==> config.mk <==
export PLATFORM = sky130hd
export DESIGN_NAME = inst_fetch_flat
export DESIGN_NICKNAME = d
export VERILOG_FILES = /design/src/rtl/inst_fetch_pkg.sv /design/src/rtl/inst_fetch_if.sv /design/src/rtl/inst_fetch_buffer.sv /design/src/rtl/inst_fetch.sv /design/src/flat_wrapper.sv
export SDC_FILE = /design/constraint.sdc
export NUM_CORES = 1
export LEC_CHECK = 0
export ABC_CLOCK_PERIOD_IN_PS = 18500
export BUFFER_PORTS_ARGS = -buffer_cell sky130_fd_sc_hd__buf_2
export CAP_MARGIN = 25
export CORE_MARGIN = 1
export CORE_UTILIZATION = 57
export CTS_CLUSTER_DIAMETER = 100
export DETAILED_ROUTE_END_ITERATION = 7
export MAX_ROUTING_LAYER = met4
export PLACE_DENSITY = 0.86
export SETUP_SLACK_MARGIN = 0.3
export SYNTH_ARGS = -nofsm -noshare
export SYNTH_HDL_FRONTEND = slang
export SYNTH_SLANG_ARGS = --single-unit
==> constraint.sdc <==
create_clock -name clock -period 18.5 [get_ports clock]
set_input_delay 1.85 -clock clock [delete_from_list [all_inputs] [get_ports clock]]
set_output_delay 1.85 -clock clock [all_outputs]
set_load 0.02 [all_outputs]
==> src/rtl/inst_fetch_pkg.sv <==
// Shared types and constants for the instruction fetch stage.
package inst_fetch_pkg;

    localparam logic [31:0] NOP = 32'h0000_0000;

    typedef enum logic {BOOT, RUN} fetch_state_e;

    typedef struct packed {
        logic [31:0] pc;
        logic [31:0] inst;
    } fetch_entry_t;

endpackage

==> src/rtl/inst_fetch_if.sv <==
// ROM, redirect and decode-side signals of the fetch stage.
interface inst_fetch_if;

    logic [31:0] rom_addr;
    logic [31:0] rom_data;
    logic        redirect_valid;
    logic [31:0] redirect_target;
    logic        stall;
    logic        out_valid;
    logic        out_ready;
    logic [31:0] out_inst;
    logic [31:0] out_pc;
    logic [31:0] out_pc_plus4;
    logic        misalign;

    modport master (
        output rom_addr, out_valid, out_inst, out_pc, out_pc_plus4, misalign,
        input  rom_data, redirect_valid, redirect_target, stall, out_ready
    );

    modport slave (
        input  rom_addr, out_valid, out_inst, out_pc, out_pc_plus4, misalign,
        output rom_data, redirect_valid, redirect_target, stall, out_ready
    );

endinterface

==> src/rtl/inst_fetch_buffer.sv <==
// Circular fetch output buffer; the caller guarantees no push when full without pop.
module fetch_buffer
    import inst_fetch_pkg::*;
#(
    parameter int unsigned DEPTH = 2
) (
    input  logic                       clock,
    input  logic                       reset,
    input  logic                       push,
    input  logic                       pop,
    input  logic                       flush,
    input  fetch_entry_t               push_entry,
    output fetch_entry_t               head_entry,
    output logic [$clog2(DEPTH):0]     count
);

    localparam int unsigned PtrW = $clog2(DEPTH);
    localparam int unsigned CntW = PtrW + 1;

    fetch_entry_t    mem_q [DEPTH];
    logic [PtrW-1:0] head_q, tail_q;
    logic [CntW-1:0] count_q;

    always_ff @(posedge clock) begin
        if (reset || flush) begin
            head_q  <= '0;
            tail_q  <= '0;
            count_q <= '0;
        end else begin
            if (push) begin
                tail_q <= tail_q + 1'b1;
            end
            if (pop) begin
                head_q <= head_q + 1'b1;
            end
            case ({push, pop})
                2'b10:   count_q <= count_q + 1'b1;
                2'b01:   count_q <= count_q - 1'b1;
                default: count_q <= count_q;
            endcase
        end
    end

    // Storage needs no reset: count gates every read.
    always_ff @(posedge clock) begin
        if (push && !flush && !reset) begin
            mem_q[tail_q] <= push_entry;
        end
    end

    assign head_entry = mem_q[head_q];
    assign count      = count_q;

endmodule

==> src/rtl/inst_fetch.sv <==
// Fetch stage: PC register, BOOT/RUN control and redirect handling around fetch_buffer.
module inst_fetch
    import inst_fetch_pkg::*;
#(
    parameter logic [31:0] RESET_PC = 32'h0000_0000,
    parameter int unsigned DEPTH    = 2
) (
    input  logic       clock,
    input  logic       reset,
    inst_fetch_if.master bus
);

    localparam int unsigned CntW = $clog2(DEPTH) + 1;
    localparam logic [CntW-1:0] FullCount = CntW'(DEPTH);

    fetch_state_e    state_q, state_d;
    logic [31:0]     pc_q, pc_d;
    logic            misalign_q, misalign_d;
    logic            fetch_en;
    logic            valid;
    logic            pop;
    logic [CntW-1:0] count;
    fetch_entry_t    push_entry;
    fetch_entry_t    head_entry;

    assign valid = (count != '0);
    assign pop   = valid && bus.out_ready;

    always_comb begin
        state_d    = state_q;
        pc_d       = pc_q;
        misalign_d = misalign_q;
        fetch_en   = 1'b0;
        case (state_q)
            BOOT:    state_d = RUN;
            RUN:     fetch_en = !bus.stall && !bus.redirect_valid && ((count < FullCount) || pop);
            default: state_d = BOOT;
        endcase
        // Redirect wins over everything and also works during BOOT.
        if (bus.redirect_valid) begin
            pc_d = {bus.redirect_target[31:2], 2'b00};
            if (bus.redirect_target[1:0] != 2'b00) begin
                misalign_d = 1'b1;
            end
        end else if (fetch_en) begin
            pc_d = pc_q + 32'd4;
        end
    end

    always_ff @(posedge clock) begin
        if (reset) begin
            state_q    <= BOOT;
            pc_q       <= RESET_PC;
            misalign_q <= 1'b0;
        end else begin
            state_q    <= state_d;
            pc_q       <= pc_d;
            misalign_q <= misalign_d;
        end
    end

    assign push_entry = '{pc: pc_q, inst: bus.rom_data};

    fetch_buffer #(
        .DEPTH (DEPTH)
    ) u_buffer (
        .clock      (clock),
        .reset      (reset),
        .push       (fetch_en),
        .pop        (pop),
        .flush      (bus.redirect_valid),
        .push_entry (push_entry),
        .head_entry (head_entry),
        .count      (count)
    );

    assign bus.rom_addr     = pc_q;
    assign bus.out_valid    = valid;
    assign bus.out_inst     = head_entry.inst;
    assign bus.out_pc       = head_entry.pc;
    assign bus.out_pc_plus4 = head_entry.pc + 32'd4;
    assign bus.misalign     = misalign_q;

endmodule

==> src/flat_wrapper.sv <==
// flat-port wrapper written by rule: the top's interface ports become plain ports
module inst_fetch_flat import inst_fetch_pkg::*;
#(
    parameter logic [31:0] RESET_PC = 32'h0000_0000,
    parameter int unsigned DEPTH    = 2
)
  (clock, reset, bus_rom_addr, bus_out_valid, bus_out_inst, bus_out_pc, bus_out_pc_plus4, bus_misalign, bus_rom_data, bus_redirect_valid, bus_redirect_target, bus_stall, bus_out_ready);
  inst_fetch_if bus_i ();
  input  logic clock;
  input  logic reset;
  output wire logic [$bits(bus_i.rom_addr)-1:0] bus_rom_addr;
  output wire logic [$bits(bus_i.out_valid)-1:0] bus_out_valid;
  output wire logic [$bits(bus_i.out_inst)-1:0] bus_out_inst;
  output wire logic [$bits(bus_i.out_pc)-1:0] bus_out_pc;
  output wire logic [$bits(bus_i.out_pc_plus4)-1:0] bus_out_pc_plus4;
  output wire logic [$bits(bus_i.misalign)-1:0] bus_misalign;
  input wire logic [$bits(bus_i.rom_data)-1:0] bus_rom_data;
  input wire logic [$bits(bus_i.redirect_valid)-1:0] bus_redirect_valid;
  input wire logic [$bits(bus_i.redirect_target)-1:0] bus_redirect_target;
  input wire logic [$bits(bus_i.stall)-1:0] bus_stall;
  input wire logic [$bits(bus_i.out_ready)-1:0] bus_out_ready;
  assign bus_rom_addr = bus_i.rom_addr;
  assign bus_out_valid = bus_i.out_valid;
  assign bus_out_inst = bus_i.out_inst;
  assign bus_out_pc = bus_i.out_pc;
  assign bus_out_pc_plus4 = bus_i.out_pc_plus4;
  assign bus_misalign = bus_i.misalign;
  assign bus_i.rom_data = bus_rom_data;
  assign bus_i.redirect_valid = bus_redirect_valid;
  assign bus_i.redirect_target = bus_redirect_target;
  assign bus_i.stall = bus_stall;
  assign bus_i.out_ready = bus_out_ready;
  inst_fetch #(.RESET_PC(RESET_PC), .DEPTH(DEPTH)) u_core (.clock(clock), .reset(reset), .bus(bus_i));
endmodule
==> run_results.csv <==
group,metric,value,unit
outcome,status,"completed",
global_routing,grt_pass1_vias,4937,
clock_network,clock-sinks,161,
timing,grt_setup_unrepaired,"false",
setup_path,crit_path_max_incr_delay,0.50,ns
placed_design,globalplace.congestion,0.854,
timing,finalHoldViolCount,0,
route,tritonroute_pass_1_iters,5,
setup_path,path_delay_family,"simple AND/OR/NAND/NOR gates",
placed_design,io_buffers,192,
timing,fin_crit_sh,25.1,%
power_and_ir_drop,p_sw_share,21.9,%
power_and_ir_drop,power.share.sequential,50.8,%
timing,slew-limit-headroom,28.3,%
global_routing,grt_first_pass_wirelength,25100,microns
route,routed_wire_length_per_instance,18.2,microns
clock_network,clk_latency,0.42,ns
clock_network,cts_resized,0,
timing,max_freq,215,MHz
hold_path,min_path_type,"reg2reg",
synth,yosys_register_bits,161,
timing,worst_slew_pin_slew,1.07,ns
timing,setup_viol,0,
synth,seq_area_frac_synth,61.8,%
power_and_ir_drop,post-layout-total-power,0.803,mW
floorplan,placementRows,40,
synth,avgSynthCellArea,13.1,sq um
clock_network,cts_tree,"built",
setup_path,setup_slack_of_the_worst_register_to_register_path,15.89,ns
setup_path,rr_startpoint,"u_core.u_buffer.count[1]",
setup_path,worst-endpoint-arrival,2.80,ns
floorplan,initial_util,59.4,%
floorplan,die_width,115,microns
floorplan,die_h,115,microns
clock_network,cts.reportedPaths.clkPinSlew,0.06,ns
route,first_iter_violations,392,
power_and_ir_drop,peakVddDrop,50.9,uV
placed_design,place.detailed.hpwl,11400,microns
setup_path,setup.worst_path.start_class,"flip-flop",
finish,antenna_cells,0,
route,drt_via_density,5.56,
synth,synthFlopType,"sky130_fd_sc_hd__edfxtp_1",
setup_path,timing.critical_path.buf_inv,2,
route,drt_wl_total,16800,microns
global_routing,grt_usage,26.4,%
power_and_ir_drop,clkPwrFrac,42.7,%
synth,syn-instance-count,551,
setup_path,worstRegToRegCells,4,
clock_network,root_buffer,"sky130_fd_sc_hd__clkbuf_16",
power_and_ir_drop,leakage,3.37,nW
global_routing,grt_antenna_before_repair,0,
synth,netlist_area,7220,sq um
clock_network,cts_buffer_depth,2,
synth,postSynth.asyncResetShare,0,%
power_and_ir_drop,p_sw,0.176,mW
route,num_vias,5129,
setup_path,critPathMaxFanout,71,
setup_path,critical_path_cell_count,7,
timing,slew_viol_final,0,
finish,final_nets,814,
placed_design,placement.setup.worst_slack,13.61,ns
clock_network,cts_post_setup_buffers_inserted,0,
floorplan,core,12200,sq um
timing,timing.final.crit_period,4.65,ns
timing,layout_setup_ws,13.85,ns
floorplan,floorplan.die_area,13100,sq um
global_routing,grt_start_max_net_pins,88,
setup_path,timing.critical_path.to_type,"primary output",
synth,synth_warnings,0,
setup_path,worst_path_max_delay_cell,"sky130_fd_sc_hd__dfxtp_4",
route,drtAntennaViolNets,0,
power_and_ir_drop,intPower,0.627,mW
timing,clock_skew,0.00479,ns
finish,area_growth,23.0,%
flow_run,maxCapViolCount,0,
clock_network,cts_htree_levels,4,
clock_network,cts_made_buffers,17,
setup_path,cells_traversed_along_the_worst_timing_path,"buf_16 -> nand4_1 -> a211oi_2 -> nand2_1 -> nor3_1 -> xor2_1 -> buf_2",
power_and_ir_drop,combPwrFrac,6.6,%
finish,fraction_of_final_layout_cells_sized_beyond_drive_strength_1,38.7,%
setup_path,required,16.65,ns
power_and_ir_drop,total_power_divided_by_cell_area,90.4,nW/um^2
clock_network,post_cts_hold_buffer_count,0,
route,drcViolationCount,0,
global_routing,congestion_overflow_gr,0,
setup_path,worstSetupEndpoint,"bus_out_pc_plus4[21]",
synth,synth_enable_flop_cells,124,
floorplan,boundaryPins,199,
synth,synth.distinct_cells,50,
setup_path,crit-reg2reg-capture,"u_core.u_buffer.mem_q[1][35]",
setup_path,worst-setup-path-type,"reg2out",
timing,final.setup.tns,0,ns
## cells in the final DEF, fill, tap and decap left out, types with 6 or more instances in the layout
cell type and n:
sky130_fd_sc_hd__buf_2 192, sky130_fd_sc_hd__edfxtp_1 124, sky130_fd_sc_hd__mux2_2 49, sky130_fd_sc_hd__nand2_1 41
sky130_fd_sc_hd__nor2_1 40, sky130_fd_sc_hd__dfxtp_1 36, sky130_fd_sc_hd__xor2_1 33, sky130_fd_sc_hd__xnor2_1 21
sky130_fd_sc_hd__a211oi_1 18, sky130_fd_sc_hd__nand4_1 17, sky130_fd_sc_hd__clkbuf_16 17, sky130_fd_sc_hd__inv_1 16
sky130_fd_sc_hd__nand3_1 16, sky130_fd_sc_hd__a21oi_1 14, sky130_fd_sc_hd__mux2i_1 13, sky130_fd_sc_hd__nor3_1 10
sky130_fd_sc_hd__o21ai_0 10, sky130_fd_sc_hd__and3_1 8, sky130_fd_sc_hd__nand4b_1 6, sky130_fd_sc_hd__conb_1 6
## metal layers
layer	vias up	GRT usage [%]	share of wire [%]
li1	2419	-	-
met1	2468	30.1	40
met2	217	44.4	52
met3	25	5.77	6.7
met4	0	12.4	1.8
met5	-	-	0
## cell type report
class | count | area (sq um)
inverters | 17 | 63.8
repair buffers | 195 | 1000
well taps | 168 | 210
fillers | 829 | 3280
clock buffers | 20 | 437
clock inverters | 12 | 141
flip-flops and latches | 161 | 4470
multi-input cells | 350 | 2560
## synthesized netlist by cell type, types with 9 or more instances
library cell	number	area [sq um]
sky130_fd_sc_hd__edfxtp_1	124	3720
sky130_fd_sc_hd__mux2_2	49	552
sky130_fd_sc_hd__nand2_1	41	154
sky130_fd_sc_hd__nor2_1	40	150
sky130_fd_sc_hd__dfxtp_1	37	741
sky130_fd_sc_hd__xor2_1	33	289
sky130_fd_sc_hd__xnor2_1	21	184
sky130_fd_sc_hd__a211oi_1	18	135
sky130_fd_sc_hd__nand4_1	17	106
sky130_fd_sc_hd__inv_1	16	60.1
sky130_fd_sc_hd__nand3_1	16	80.1
sky130_fd_sc_hd__a21oi_1	14	70.1
sky130_fd_sc_hd__mux2i_1	13	130
sky130_fd_sc_hd__nor3_1	10	50.1
sky130_fd_sc_hd__o21ai_0	10	50.1
sky130_fd_sc_hd__and3_1	9	56.3
## stage by stage
step / cell area (sq um) / util [%] / instances / hold WS, ns
2_1_floorplan: 7240 / - / 556 / 0.462
3_3_place_gp: 8270 / 68.0 / 890 / 0.433
3_5_place_dp: 8270 / 68.0 / 890 / 0.466
4_1_cts: 8850 / 72.8 / 922 / 0.476
5_1_grt: 8880 / 73.0 / 923 / 0.486
6_report: 8880 / 73.0 / 923 / 0.464
## state kept, by name, summed over array words and instances (netlist names), named ones only
signal / flops
u_core.u_buffer.tail_q: 1
u_core.bus.misalign: 1
u_core.bus.rom_addr: 30
u_core.state_q: 1
u_core.u_buffer.mem_q: 124
u_core.u_buffer.count: 2
u_core.u_buffer.head_q: 1
## worst register-to-register path, cell delays in order, from the launching register on
cell,delay [ns]
sky130_fd_sc_hd__dfxtp_1,0.36
sky130_fd_sc_hd__nor2b_1,0.86
sky130_fd_sc_hd__nor2_1,0.33
sky130_fd_sc_hd__and3_2,0.30
sky130_fd_sc_hd__buf_4,0.35
## power by group through the flow
| stage | Clock, mW | Sequential, mW | Combinational, mW |
|---|---|---|---|
| finish | 0.343 | 0.408 | 0.0527 |
| global route | 0.360 | 0.409 | 0.0565 |
| CTS | 0.347 | 0.408 | 0.0521 |
| detailed placement | 0 | 0.416 | 0.0517 |
| global placement | 0 | 0.415 | 0.0504 |
| floorplan | 0 | 0.418 | 0.0269 |
## worst min-delay path by stage
stage / startpoint / to / slack, ns / depth (start not counted)
2_1_floorplan: u_core.u_buffer.count[1] / u_core.u_buffer.count[1] / 0.46 / 2
3_3_place_gp: u_core.bus.misalign / u_core.bus.misalign / 0.43 / 2
3_5_place_dp: u_core.bus.misalign / u_core.bus.misalign / 0.47 / 2
4_1_cts: u_core.bus.misalign / u_core.bus.misalign / 0.48 / 2
5_1_grt: u_core.bus.misalign / u_core.bus.misalign / 0.49 / 2
6_report: u_core.bus.misalign / u_core.bus.misalign / 0.46 / 2
## cell families (layout without fill, tap and decap cells)
logic type / count (synthesis) / count (layout) / share of synthesized area [%]
flip-flops: 161 / 161 / 61.8
other: 1 / 6 / 0.0520
buffers and inverters: 45 / 244 / 3.10
AO/OA/AOI/OAI: 56 / 56 / 5.41
AND/OR/NAND/NOR: 169 / 169 / 13.1
adder cells (fa/ha/maj): 3 / 3 / 0.520
multiplexers: 62 / 62 / 9.45
XOR/XNOR: 54 / 54 / 6.55
(Power assumes the default switching activity.)
